**src/rtl/load_sched_pkg.sv**
```systemverilog
// load_sched_pkg: state encoding and default widths shared by the load and store tile schedulers
package load_sched_pkg;
    localparam int XAW = 32;
    localparam int AW = 12;
    localparam int RW = 8;
    typedef enum logic [1:0] {IDLE, ISSUE, WAIT, DONE} sched_state_t;
endpackage

```
**src/rtl/load_tile_sched_if.sv**
```systemverilog
// load_tile_sched_if: row-load handshake between a tile scheduler and the read-master tile loader
interface load_tile_sched_if #(
    parameter int XAW = load_sched_pkg::XAW,
    parameter int AW = load_sched_pkg::AW
);
    import load_sched_pkg::*;
    logic           load_start;
    logic [XAW-1:0] param_raddr;
    logic [AW-1:0]  param_iolen;
    logic           load_done;
    modport master (output load_start, param_raddr, param_iolen, input load_done);
    modport slave (input load_start, param_raddr, param_iolen, output load_done);
endinterface

```
**src/rtl/load_tile_sched_tile_loop_cnt.sv**
```systemverilog
// tile_loop_cnt: two-level row/channel counter with byte-address accumulators
module tile_loop_cnt #(
    parameter int XAW = load_sched_pkg::XAW,
    parameter int RW = load_sched_pkg::RW
) (
    input  logic           clk,
    input  logic           rst,
    input  logic           i_init,
    input  logic           i_step,
    input  logic [XAW-1:0] i_base,
    input  logic [XAW-1:0] i_row_stride,
    input  logic [XAW-1:0] i_chan_stride,
    input  logic [RW-1:0]  i_rows,
    input  logic [RW-1:0]  i_chans,
    output logic [XAW-1:0] o_row_addr,
    output logic           o_last_row,
    output logic           o_last_chan
);
    import load_sched_pkg::*;
    logic [XAW-1:0] r_row_addr, r_chan_addr, r_row_stride, r_chan_stride;
    logic [RW-1:0]  r_row_cnt, r_chan_cnt, r_rows, r_chans;
    logic [XAW-1:0] w_next_chan;
    assign w_next_chan = r_chan_addr + r_chan_stride;
    assign o_row_addr  = r_row_addr;
    assign o_last_row  = r_row_cnt == r_rows - RW'(1);
    assign o_last_chan = r_chan_cnt == r_chans - RW'(1);
    // A step on the final row of the final channel is never issued by the scheduler
    always_ff @(posedge clk or posedge rst) begin
        if (rst) begin
            r_row_addr    <= '0;
            r_chan_addr   <= '0;
            r_row_stride  <= '0;
            r_chan_stride <= '0;
            r_row_cnt     <= '0;
            r_chan_cnt    <= '0;
            r_rows        <= '0;
            r_chans       <= '0;
        end else if (i_init) begin
            r_row_addr    <= i_base;
            r_chan_addr   <= i_base;
            r_row_stride  <= i_row_stride;
            r_chan_stride <= i_chan_stride;
            r_row_cnt     <= '0;
            r_chan_cnt    <= '0;
            r_rows        <= i_rows;
            r_chans       <= i_chans;
        end else if (i_step && !o_last_row) begin
            r_row_cnt  <= r_row_cnt + RW'(1);
            r_row_addr <= r_row_addr + r_row_stride;
        end else if (i_step) begin
            r_row_cnt   <= '0;
            r_chan_cnt  <= r_chan_cnt + RW'(1);
            r_chan_addr <= w_next_chan;
            r_row_addr  <= w_next_chan;
        end
    end
endmodule

```
**src/rtl/load_tile_sched.sv**
```systemverilog
// load_tile_sched: issues one loader request per row of a channels x rows strided tile
module load_tile_sched #(
    parameter int XAW = load_sched_pkg::XAW,
    parameter int AW = load_sched_pkg::AW,
    parameter int RW = load_sched_pkg::RW
) (
    input  logic               clk,
    input  logic               rst,
    input  logic               i_cfg_start,
    input  logic [XAW-1:0]     i_cfg_base,
    input  logic [XAW-1:0]     i_cfg_row_stride,
    input  logic [XAW-1:0]     i_cfg_chan_stride,
    input  logic [RW-1:0]      i_cfg_rows,
    input  logic [RW-1:0]      i_cfg_chans,
    input  logic [AW-1:0]      i_cfg_row_len,
    output logic               o_busy,
    output logic               o_tile_done,
    load_tile_sched_if.master  ld
);
    import load_sched_pkg::*;
    sched_state_t   r_state, w_next;
    logic [AW-1:0]  r_row_len;
    logic [XAW-1:0] w_row_addr;
    logic           w_degen, w_init, w_step, w_last_row, w_last_chan, w_last;
    assign w_degen = (i_cfg_rows == '0) || (i_cfg_chans == '0) || (i_cfg_row_len == '0);
    // Degenerate tiles skip the counter load so param_* keep the previous tile's values
    assign w_init = (r_state == IDLE) && i_cfg_start && !w_degen;
    assign w_step = (r_state == WAIT) && ld.load_done;
    assign w_last = w_last_row && w_last_chan;
    tile_loop_cnt #(.XAW(XAW), .RW(RW)) u_cnt (
        .clk           (clk),
        .rst           (rst),
        .i_init        (w_init),
        .i_step        (w_step && !w_last),
        .i_base        (i_cfg_base),
        .i_row_stride  (i_cfg_row_stride),
        .i_chan_stride (i_cfg_chan_stride),
        .i_rows        (i_cfg_rows),
        .i_chans       (i_cfg_chans),
        .o_row_addr    (w_row_addr),
        .o_last_row    (w_last_row),
        .o_last_chan   (w_last_chan)
    );
    always_comb begin
        w_next = r_state;
        w_next = (r_state == IDLE)  ? (i_cfg_start ? (w_degen ? DONE : ISSUE) : IDLE) :
                 (r_state == ISSUE) ? WAIT :
                 (r_state == WAIT)  ? (ld.load_done ? (w_last ? DONE : ISSUE) : WAIT) :
                 IDLE;
    end
    always_ff @(posedge clk or posedge rst) begin
        if (rst) begin
            r_state   <= IDLE;
            r_row_len <= '0;
        end else begin
            r_state   <= w_next;
            r_row_len <= w_init ? i_cfg_row_len : r_row_len;
        end
    end
    assign o_busy         = r_state != IDLE;
    assign o_tile_done    = r_state == DONE;
    assign ld.load_start  = r_state == ISSUE;
    assign ld.param_raddr = w_row_addr;
    assign ld.param_iolen = r_row_len;
endmodule

```
**src/flat_wrapper.sv**
```systemverilog
// flat-port wrapper written by rule: the top's interface ports become plain ports
module load_tile_sched_flat import load_sched_pkg::*;
#(
    parameter int XAW = load_sched_pkg::XAW,
    parameter int AW = load_sched_pkg::AW,
    parameter int RW = load_sched_pkg::RW
)
  (clk, rst, i_cfg_start, i_cfg_base, i_cfg_row_stride, i_cfg_chan_stride, i_cfg_rows, i_cfg_chans, i_cfg_row_len, o_busy, o_tile_done, ld_load_start, ld_param_raddr, ld_param_iolen, ld_load_done);
  load_tile_sched_if #(.XAW(XAW), .AW(AW)) ld_i ();
  input  logic clk;
  input  logic rst;
  input  logic i_cfg_start;
  input  logic [XAW-1:0] i_cfg_base;
  input  logic [XAW-1:0] i_cfg_row_stride;
  input  logic [XAW-1:0] i_cfg_chan_stride;
  input  logic [RW-1:0] i_cfg_rows;
  input  logic [RW-1:0] i_cfg_chans;
  input  logic [AW-1:0] i_cfg_row_len;
  output logic o_busy;
  output logic o_tile_done;
  output wire logic [$bits(ld_i.load_start)-1:0] ld_load_start;
  output wire logic [$bits(ld_i.param_raddr)-1:0] ld_param_raddr;
  output wire logic [$bits(ld_i.param_iolen)-1:0] ld_param_iolen;
  input wire logic [$bits(ld_i.load_done)-1:0] ld_load_done;
  assign ld_load_start = ld_i.load_start;
  assign ld_param_raddr = ld_i.param_raddr;
  assign ld_param_iolen = ld_i.param_iolen;
  assign ld_i.load_done = ld_load_done;
  load_tile_sched #(.XAW(XAW), .AW(AW), .RW(RW)) u_core (.clk(clk), .rst(rst), .i_cfg_start(i_cfg_start), .i_cfg_base(i_cfg_base), .i_cfg_row_stride(i_cfg_row_stride), .i_cfg_chan_stride(i_cfg_chan_stride), .i_cfg_rows(i_cfg_rows), .i_cfg_chans(i_cfg_chans), .i_cfg_row_len(i_cfg_row_len), .o_busy(o_busy), .o_tile_done(o_tile_done), .ld(ld_i));
endmodule
```
**config.mk**
```make
export PLATFORM = sky130hd
export DESIGN_NAME = load_tile_sched_flat
export DESIGN_NICKNAME = d
export VERILOG_FILES = /design/src/rtl/load_sched_pkg.sv /design/src/rtl/load_tile_sched_if.sv /design/src/rtl/load_tile_sched_tile_loop_cnt.sv /design/src/rtl/load_tile_sched.sv /design/src/flat_wrapper.sv
export SDC_FILE = /design/constraint.sdc
export NUM_CORES = 1
export LEC_CHECK = 0
export BUFFER_PORTS_ARGS = -buffer_cell sky130_fd_sc_hd__clkbuf_2
export CORE_MARGIN = 2
export CORE_UTILIZATION = 25
export DETAILED_ROUTE_END_ITERATION = 10
export PLACE_DENSITY = 0.46
export SYNTH_ARGS = -nofsm -noshare
export SYNTH_HDL_FRONTEND = slang
export SYNTH_SLANG_ARGS = --single-unit
export TNS_END_PERCENT = 30
```
**constraint.sdc**
```tcl
create_clock -name clk -period 15.6 [get_ports clk]
set_input_delay 2.34 -clock clk [delete_from_list [all_inputs] [get_ports clk]]
set_output_delay 2.34 -clock clk [all_outputs]
set_load 0.005 [all_outputs]
```
==> flow_metrics.py <==
metrics = {
    "synth": {
        "synth_seq_cells": 174,
        "synth_ff_type": "dfrtp_1",
        "yosys.cell_types.count": 68,
        "syn_avg_cell_area_sq_um": 8.33,
        "syn-cell-area_sq_um": 10700,
        "synth_area_leaders": "dfrtp_1, nand2_1, ha_1",
        "synthCells": 1288,
        "yosysTopAreaCell": "dfrtp_1",
        "ys_seq_area_frac": 0.406,
        "synth_warnings": 0,
        "syn_nets": 1484,
        "synth_edf_count": 0,
        "yosysTopAreaCellShare": 0.406,
        "synthArstFlopShare": 1.00,
    },
    "routing": {
        "drc": 0,
        "vias": 9497,
        "via_per_inst": 4.78,
        "wl_per_cell_um": 17.5,
        "routed_wl_mm": 34.8,
        "drt_iter0_markers": 597,
        "ant_nets": 0,
        "drt_pass1_iterations": 6,
    },
    "placement": {
        "io_buffers": 174,
        "hpwlAfterDp_mm": 25.9,
        "post_dp_cell_area_sq_um": 12100,
        "gp_congestion": 0.855,
        "dp.cells": 1955,
    },
    "timing": {
        "finalHoldViolations": 0,
        "max_slew_margin": 0.312,
        "hold_ws_ps": 475,
        "maxSlewViolCount": 0,
        "fin_crit_sh": 0.317,
        "min_period_ps": 4950,
        "rsz0062_at_grt": "false",
        "setup_tns_ps": 0,
        "setup_violations": 0,
        "fmax_mhz": 202,
        "tightestPinTransition_ps": 1030,
        "finalClockSkew_ps": 20.5,
    },
    "critical_path": {
        "critical_path_class": "input pin to flip-flop",
        "crit_top_cell": "nand3_1",
        "cp-start-kind": "input pin",
        "cp_top_family": "simple AND/OR/NAND/NOR gates",
        "arrival_ps": 5250,
        "path_buf_inv": 3,
        "r2r_start": "u_core.u_cnt.r_chans[0]",
        "path_cells": "clkbuf_2, nor4_1, nand3_1, nand3_1, nor3_2, buf_12, o21a_1, buf_4, and3_1, nand4_1, xor2_1, nor2_1",
        "crit_fanout": 151,
        "critPathRequiredTime_ps": 15900,
        "reg2reg_depth": 12,
        "slowest_stage": "nor3_2",
        "end_kind": "flip-flop",
        "cpPeakStageDelay_ps": 640,
        "rr_endpoint": "u_core.u_cnt.r_row_cnt[7]",
        "reg2reg_slack_ps": 11660,
    },
    "power_and_ir_drop": {
        "peakVddDrop_mv": 0.163,
        "p_leak_nw": 6.08,
        "power_density_nw_per_um2": 254,
    },
    "finish": {
        "stdcell_count": 1987,
        "drive_gt1_frac": 0.160,
        "final_nets": 1631,
        "area_growth_pct": 18.4,
        "finish.utilization": 0.302,
        "finalInstanceArea_sq_um": 12700,
        "antenna_cells": 0,
        "fillers": 4505,
    },
    "global_routing": {
        "antenna_found_initial": 1,
        "grt_start_max_net_pins": 152,
        "overflow": 0,
        "grt_first_pass_wirelength_mm": 54.9,
        "first_global_vias": 9259,
        "grt_use_total": 0.160,
    },
    "min_path": {
        "hp-class": "flip-flop to flip-flop",
        "worstHoldStart": "u_core.ld.param_iolen[11]",
        "whs_path_depth": 2,
        "hold_end": "u_core.ld.param_iolen[11]",
    },
    "clocking": {
        "clock_path_buffers": 2,
        "hold_buffers": 0,
        "cts_buffers": 17,
        "root_buffer": "clkbuf_16",
        "post_cts_buffers": 0,
        "clock_latency_ps": 450,
        "cts_max_level": 4,
        "cts_sinks": 174,
        "cts_tree": "done",
        "ctsResizeCount": 0,
        "path_clk_slew_ps": 70,
    },
    "outcome": {
        "status": "finished clean",
    },
    "run": {
        "drv_cap": 0,
    },
    "floorplan": {
        "core_sq_um": 42100,
        "fp-row-count": 75,
        "dieArea_sq_um": 44600,
        "pin_count": 175,
        "start_util": 0.255,
        "die_h_um": 211,
        "die-width_um": 211,
    },
}
-- power breakdown --
group / leakage, nW / total (mW) / internal [mW] / switching, mW
registers: 2.12 / 0.841 / 0.660 / 0.181
clock network: 0.270 / 0.425 / 0.224 / 0.202
logic: 3.69 / 1.96 / 0.815 / 1.15
-- synth_stat cells, types with 4 or more instances --
cell type	count
inv_1	26
o211ai_1	19
o21ai_1	4
nor4_1	12
buf_2	11
xor2_1	34
o22ai_1	9
a31oi_1	21
nand4_1	11
dfrtp_1	174
and3_1	9
nor3_1	22
a21oi_1	74
o21ai_0	79
nand2_1	356
nor2_1	84
and2_1	8
a21boi_0	4
clkbuf_1	39
ha_1	66
a21o_1	26
a211oi_1	14
o21a_1	18
or3_1	5
o21bai_1	9
nand3_1	22
xnor2_1	47
mux2i_1	9
or2_2	4
nand2b_1	8
nor2b_1	8
-- metal layers --
layer | part of all wire | wire [um] | vias up | track usage
li1 | - | - | 4779 | -
met1 | 0.51 | 17800 | 4512 | 0.235
met2 | 0.44 | 15200 | 190 | 0.245
met3 | 0.043 | 1510 | 14 | 0.0320
met4 | 0.0069 | 241 | 2 | 0.0267
met5 | 0.00029 | 10 | - | 0
-- cell families (layout without fill, tap and decap cells) --
family | count (synthesis) | after routing | share of synthesized area
simple gates | 560 | 560 | 0.221
xor+xnor | 81 | 81 | 0.0661
compound gates | 315 | 315 | 0.188
buf+inv | 81 | 241 | 0.0307
fa+ha+maj | 68 | 68 | 0.0807
flops | 174 | 174 | 0.406
mux | 9 | 9 | 0.00840
-- metrics by stage --
stage          setup WS (ps)  total power [mW]
4_1_cts                10530              3.25
5_1_grt                10330              3.56
3_5_place_dp           10060              2.81
6_report               10650              3.23
3_3_place_gp           10130              2.80
2_1_floorplan           8540              2.27
-- state kept, by name (all words and copies together) (netlist names), 8 cells and up --
signal                      cells
u_core.u_cnt.r_chan_addr       32
u_core.u_cnt.r_chans            8
u_core.u_cnt.r_rows             8
u_core.u_cnt.r_row_cnt          8
u_core.u_cnt.r_row_stride      32
u_core.u_cnt.r_chan_cnt         8
u_core.u_cnt.r_chan_stride     32
u_core.u_cnt.o_row_addr        32
u_core.ld.param_iolen          12
-- layout make-up --
class / count / area [sq um] / area share
Timing Repair Buffer: 183 / 951 / 0.0748
Clock buffer: 19 / 433 / 0.0341
Inverter: 26 / 103 / 0.00807
Multi-Input combinational cell: 1033 / 6060 / 0.477
Tap cell: 539 / 674 / 0.0531
Clock inverter: 13 / 131 / 0.0103
Sequential cell: 174 / 4350 / 0.343
-- worst register-to-register path: stages, from the launching register on --
cell	delay [ps]
dfrtp_1	430
inv_1	100
ha_1	260
and2_1	190
nor4b_1	220
a31oi_1	70
nor3_1	410
a31oi_4	380
nor2_2	520
nand2_1	650
nand4_1	340
xor2_1	170
nor2_1	50
-- cell usage in the layout (no fill, tap or decap), types with 8 or more instances in the layout --
master	n
a211oi_1	14
a21o_1	26
a21oi_1	74
a31oi_1	21
and2_1	8
and3_1	9
buf_4	8
clkbuf_16	17
clkbuf_2	174
dfrtp_1	174
ha_1	66
inv_1	25
mux2i_1	9
nand2_1	356
nand2b_1	8
nand3_1	22
nand4_1	11
nor2_1	83
nor2b_1	8
nor3_1	21
nor4_1	12
o211ai_1	19
o21a_1	18
o21ai_0	79
o21bai_1	9
o22ai_1	9
xnor2_1	47
xor2_1	34
-- how the worst max path moves through the flow --
stage / slack, ps / startpoint / cells past startpoint / end
6_report: 10650 / i_cfg_row_len[3] / 12 / u_core.u_cnt.r_chan_cnt[7]
5_1_grt: 10330 / i_cfg_row_len[6] / 12 / u_core.u_cnt.r_chan_cnt[7]
3_5_place_dp: 10060 / i_cfg_row_len[3] / 12 / u_core.u_cnt.r_chan_cnt[6]
2_1_floorplan: 8540 / rst / 1 / u_core.ld.param_iolen[0]
3_3_place_gp: 10130 / i_cfg_row_len[4] / 12 / u_core.u_cnt.r_chan_cnt[7]
4_1_cts: 10530 / i_cfg_row_len[3] / 12 / u_core.u_cnt.r_chan_cnt[6]
(Power assumes the default switching activity.)
